### config.mk
export PLATFORM = sky130hd
export DESIGN_NAME = return_addr_stack
export DESIGN_NICKNAME = d
export VERILOG_FILES = /design/src/rtl/return_addr_stack.sv
export SDC_FILE = /design/constraint.sdc
export NUM_CORES = 1
export LEC_CHECK = 0
export ABC_AREA = 0
export CAP_MARGIN = 5
export CORE_MARGIN = 8
export CORE_UTILIZATION = 48
export CTS_BUF_LIST = sky130_fd_sc_hd__clkbuf_2 sky130_fd_sc_hd__clkbuf_4 sky130_fd_sc_hd__clkbuf_8
export CTS_CLUSTER_SIZE = 40
export DETAILED_ROUTE_END_ITERATION = 12
export PLACE_DENSITY_LB_ADDON = 0.05
export SLEW_MARGIN = 20
export SYNTH_ARGS = -nofsm -noshare
export SYNTH_HDL_FRONTEND = slang
export SYNTH_SLANG_ARGS = --single-unit
### constraint.sdc
create_clock -name clk -period 2.1 [get_ports clk]
set_input_delay 0.42 -clock clk [delete_from_list [all_inputs] [get_ports clk]]
set_output_delay 0.42 -clock clk [all_outputs]
set_load 0.01 [all_outputs]
### src/rtl/return_addr_stack.sv
// ---------------------------------------------------------------------------
// return_addr_stack
//
// Subroutine call/return unit for the microsequencer. It sits directly
// upstream of program_sequencer and drives its jump request.
//   - On a CALL it redirects fetch to the call target.
//   - It also pushes the return address (pc_big + 1).
//   - On a RET it redirects fetch to the most recently pushed address.
// Redirects are combinational, so they land in the same cycle. The push or
// pop commits at the next rising edge.
//
// Ports
//   clk          system clock, all state changes on posedge
//   sync_reset   synchronous active-high reset
//   call         decoded CALL in the executing instruction
//   ret          decoded RET in the executing instruction
//   call_addr    CALL target taken from the instruction field
//   pc_big       address of the executing instruction
//   rs_jmp       jump request to the sequencer (combinational)
//   rs_jmp_addr  jump target to the sequencer (combinational)
//   depth        number of entries held, 0..DEPTH (registered)
//   empty        depth == 0
//   full         depth == DEPTH
//   ovf_err      sticky, set by a CALL while full
//   udf_err      sticky, set by a RET while empty
//   conflict_err sticky, set when call and ret arrive together
// ---------------------------------------------------------------------------
module return_addr_stack #(
  parameter int AW    = 10,
  parameter int DEPTH = 4
) (
  input  logic          clk,
  input  logic          sync_reset,
  input  logic          call,
  input  logic          ret,
  input  logic [AW-1:0] call_addr,
  input  logic [AW-1:0] pc_big,
  output logic          rs_jmp,
  output logic [AW-1:0] rs_jmp_addr,
  output logic [3:0]    depth,
  output logic          empty,
  output logic          full,
  output logic          ovf_err,
  output logic          udf_err,
  output logic          conflict_err
);

  localparam int         IW        = (DEPTH > 1) ? $clog2(DEPTH) : 1;
  localparam logic [3:0] DEPTH_MAX = 4'(DEPTH);

  // LIFO storage. It is deliberately not reset: depth alone says which
  // entries are valid.
  logic [AW-1:0] stack_mem [DEPTH];

  logic [3:0]    depth_reg, depth_next;
  logic          ovf_reg, udf_reg, conflict_reg;
  logic          push, pop;
  logic          is_empty, is_full;
  logic [IW-1:0] wr_idx, top_idx;
  logic [AW-1:0] top_entry;

  assign is_empty = (depth_reg == 4'd0);
  assign is_full  = (depth_reg == DEPTH_MAX);

  // Next free slot is stack[depth]; the top of stack is stack[depth-1].
  // top_idx is garbage when empty, but it is only used when not empty.
  assign wr_idx    = IW'(depth_reg);
  assign top_idx   = IW'(depth_reg - 4'd1);
  assign top_entry = stack_mem[top_idx];

  // Redirect and push/pop decode. CALL wins over RET when both are set.
  // Nothing is requested while reset is held.
  always_comb begin
    rs_jmp      = 1'b0;
    rs_jmp_addr = '0;
    push        = 1'b0;
    pop         = 1'b0;
    if (!sync_reset) begin
      if (call) begin
        rs_jmp      = 1'b1;
        rs_jmp_addr = call_addr;
        // When full, the jump is still taken but the return address is lost.
        push        = !is_full;
      end else if (ret && !is_empty) begin
        rs_jmp      = 1'b1;
        rs_jmp_addr = top_entry;
        pop         = 1'b1;
      end
    end
  end

  always_comb begin
    depth_next = depth_reg;
    if (push) begin
      depth_next = depth_reg + 4'd1;
    end else if (pop) begin
      depth_next = depth_reg - 4'd1;
    end
  end

  always_ff @(posedge clk) begin
    if (sync_reset) begin
      depth_reg    <= 4'd0;
      ovf_reg      <= 1'b0;
      udf_reg      <= 1'b0;
      conflict_reg <= 1'b0;
    end else begin
      depth_reg <= depth_next;
      if (call && is_full) begin
        ovf_reg <= 1'b1;
      end
      if (ret && !call && is_empty) begin
        udf_reg <= 1'b1;
      end
      if (call && ret) begin
        conflict_reg <= 1'b1;
      end
    end
  end

  // The return address wraps modulo 2^AW.
  always_ff @(posedge clk) begin
    if (push) begin
      stack_mem[wr_idx] <= pc_big + AW'(1);
    end
  end

  assign depth        = depth_reg;
  assign empty        = is_empty;
  assign full         = is_full;
  assign ovf_err      = ovf_reg;
  assign udf_err      = udf_reg;
  assign conflict_err = conflict_reg;

endmodule
==> metrics.yaml <==
slew_violations: 0
nFillCells: 350
diodes: 0
violations: "setup timing"
fp.dieArea_mm2: 0.00721
die_h_um: 84.9
grt_start_max_net_pins: 17
final_nets: 273
ys_types: 38
grt_pass1_wl_um: 8410
synthTopCellsByArea: "edfxtp_1 (53%), mux4_2 (7.9%), dfxtp_1 (6.2%), xnor2_1 (3.8%), ha_1 (2.7%)"
numCtsBuffers: 5
syn_inst: 169
io_buffers: 43
syn_area_per_cell_um2: 13.5
timing.rr.start: "depth[0]$_SDFFE_PP0P_"
yosysMostFrequentCell: "edfxtp_1"
finalSetupTns_ns: -1.62
dr.pass1.iters: 4
clockBufferDepth: 2
clkTransAtPathRegs_ns: 0.09
viasPerCell: 5.38
grt_pass1_vias: 1698
synth_area_leader_cell: "edfxtp_1"
place_area_mm2: 0.00305
synthArstFlopShare_pct: 0
rows: 25
place_congestion: 0.813
synth.cell_area_mm2: 0.00228
routedWlPerCell_um: 18.0
syn_to_final_growth_pct: 44.5
gr-total-overflow: 0
dp_hpwl_um: 3760
fmax_ghz: 0.437
hold_viol_final: 0
hold_path_end: "ovf_err$_SDFFE_PP0P_"
final_layout_size_suffix_gt1_share_pct: 33.1
startpoint_type: "register"
cp.required_ns: 1.68
critPathArrivalTime_ns: 1.87
whs_path_depth: 2
ios: 44
wirelength_um: 5380
drc: 0
rrSetupSlack_ns: 0.31
track_usage_pct: 15.0
drt_iter0_drc: 50
yosysTopAreaCellShare_pct: 52.7
antenna_found_initial: 0
clk_latency_ns: 0.29
finClkSkew_ns: 0.00815
rr_endpoint: "stack_mem[1][5]$_DFFE_PP_"
period_minus_slack_ns: 2.29
fin_ws_ns: -0.190
rsz0062_at_grt: "true"
r2r_cells: 7
largest_reg_flops: 40
cts-root-buf: "clkbuf_8"
drv_cap: 0
leakage_nw: 1.24
slew_headroom_pct: 71.0
cts_tree: "built"
cp-end-kind: "output port"
synth_edf_count: 40
start_util_pct: 48.9
core-area_mm2: 0.00466
yosysWarnings: 0
clock-sinks: 47
fin_crit_sh_pct: 109
powerDensity_mw_per_mm2: 1080
status: "finished, violations left"
cp_max_fo: 3
via_count: 1610
finalInstanceArea_mm2: 0.00329
hold_path.startpoint: "ovf_err$_SDFFE_PP0P_"
synth.yosys.seq_area_share_pct: 58.9
finalPower_mw: 3.56
hold_class: "reg2reg"
tightest_slew_ns: 0.435
ant_nets: 0
htreeDepth: 2
synth_fp_nets: 198
synthFlopType: "edfxtp_1"
cts_hold_buf: 0
setup.worst_path.class: "reg2out"
die_x_um: 84.9
synth_seq_cells: 47
setup-violations-final: 10
ys_top_cells_by_count: "edfxtp_1 (40), inv_1 (15), nand2_1 (13), xnor2_1 (10), o21ai_1 (9)"
peakVddDrop_mv: 0.458
## layer usage
| layer | vias up | GRT usage (%) | routed length, µm |
|---|---|---|---|
| li1 | 763 | - | - |
| met1 | 803 | 16.1 | 2180 |
| met4 | 0 | 4.05 | 28 |
| met3 | 4 | 4.15 | 261 |
| met2 | 40 | 27.8 | 2910 |
| met5 | - | 0 | 0 |
## layout by cell type (no fill, tap or decap), types with 2 or more instances in the layout
cell type and instances:
nand2_1 13, buf_4 21, a21oi_1 7, and2_1 4
nor2_1 7, clkdlybuf4s50_1 28, dfxtp_1 5, buf_12 6
buf_6 14, nand2b_1 3, xnor2_1 10, clkbuf_8 5
edfxtp_1 40, ha_1 4, nor2b_4 2, and3_1 3
nand3_1 4, inv_2 2, mux4_2 8, nand4_1 2
mux4_1 2, inv_1 12, or3_4 2, clkinv_1 2
o21ai_4 10, dlygate4sd2_1 4, nor3_1 3
## cell type report
cell class,instances,area [µm²],area share (%)
well taps,54,67.6,2.05
repair buffers,75,781,23.7
inverters,15,58.8,1.79
multi-input cells,100,956,29.0
flip-flops and latches,47,1350,40.9
clock inverters,3,15.0,0.456
clock buffers,5,68.8,2.09
## metrics by stage
step	hold slack, ns	utilization [%]	std cells	worst slack [ns]
after floorplan	0.502	-	169	-0.0964
after global placement	0.455	65.5	279	-0.710
after detailed placement	0.456	65.5	279	-0.735
after CTS	0.478	69.5	294	-0.227
after global routing	0.510	70.7	299	-0.241
final	0.473	70.7	299	-0.190
## where the power goes
part | internal (mW) | switching [mW]
Clock | 0.226 | 0.283
Combinational | 1.01 | 0.854
Sequential | 1.14 | 0.0471
## kinds of logic after synthesis
family	synth area share, %
AO/OA/AOI/OAI	6.37
buffers and inverters	5.33
AND/OR/NAND/NOR	12.2
flip-flops	58.9
multiplexers	10.2
adder cells (fa/ha/maj)	2.75
XOR/XNOR	4.23
## worst max path at each step
stage	cells past startpoint	slack (ns)	start	to
after floorplan	9	-0.1	depth[0]$_SDFFE_PP0P_	rs_jmp_addr[0]
after global placement	5	-0.71	ret	rs_jmp_addr[1]
after detailed placement	5	-0.73	ret	rs_jmp_addr[0]
after CTS	8	-0.23	depth[0]$_SDFFE_PP0P_	rs_jmp_addr[4]
after global routing	8	-0.24	depth[1]$_SDFFE_PP0P_	rs_jmp_addr[1]
final	8	-0.19	depth[0]$_SDFFE_PP0P_	rs_jmp_addr[1]
## worst max-delay path, stage by stage (launching register included)
cell     delay [ns]
dfxtp_4        0.36
inv_4          0.04
ha_4           0.15
nor2b_4        0.12
nor2b_4        0.13
or3_4          0.36
buf_6          0.16
o21ai_4        0.14
buf_6          0.11
## timing repair
item                       in CTS  in global routing
pin swaps                       4                  4
gates cloned                    1                  1
setup endpoints to repair      13                 11
resized for setup              65                  5
buffers inserted                6                  4
No activity file was read; power rests on OpenSTA's default activity.
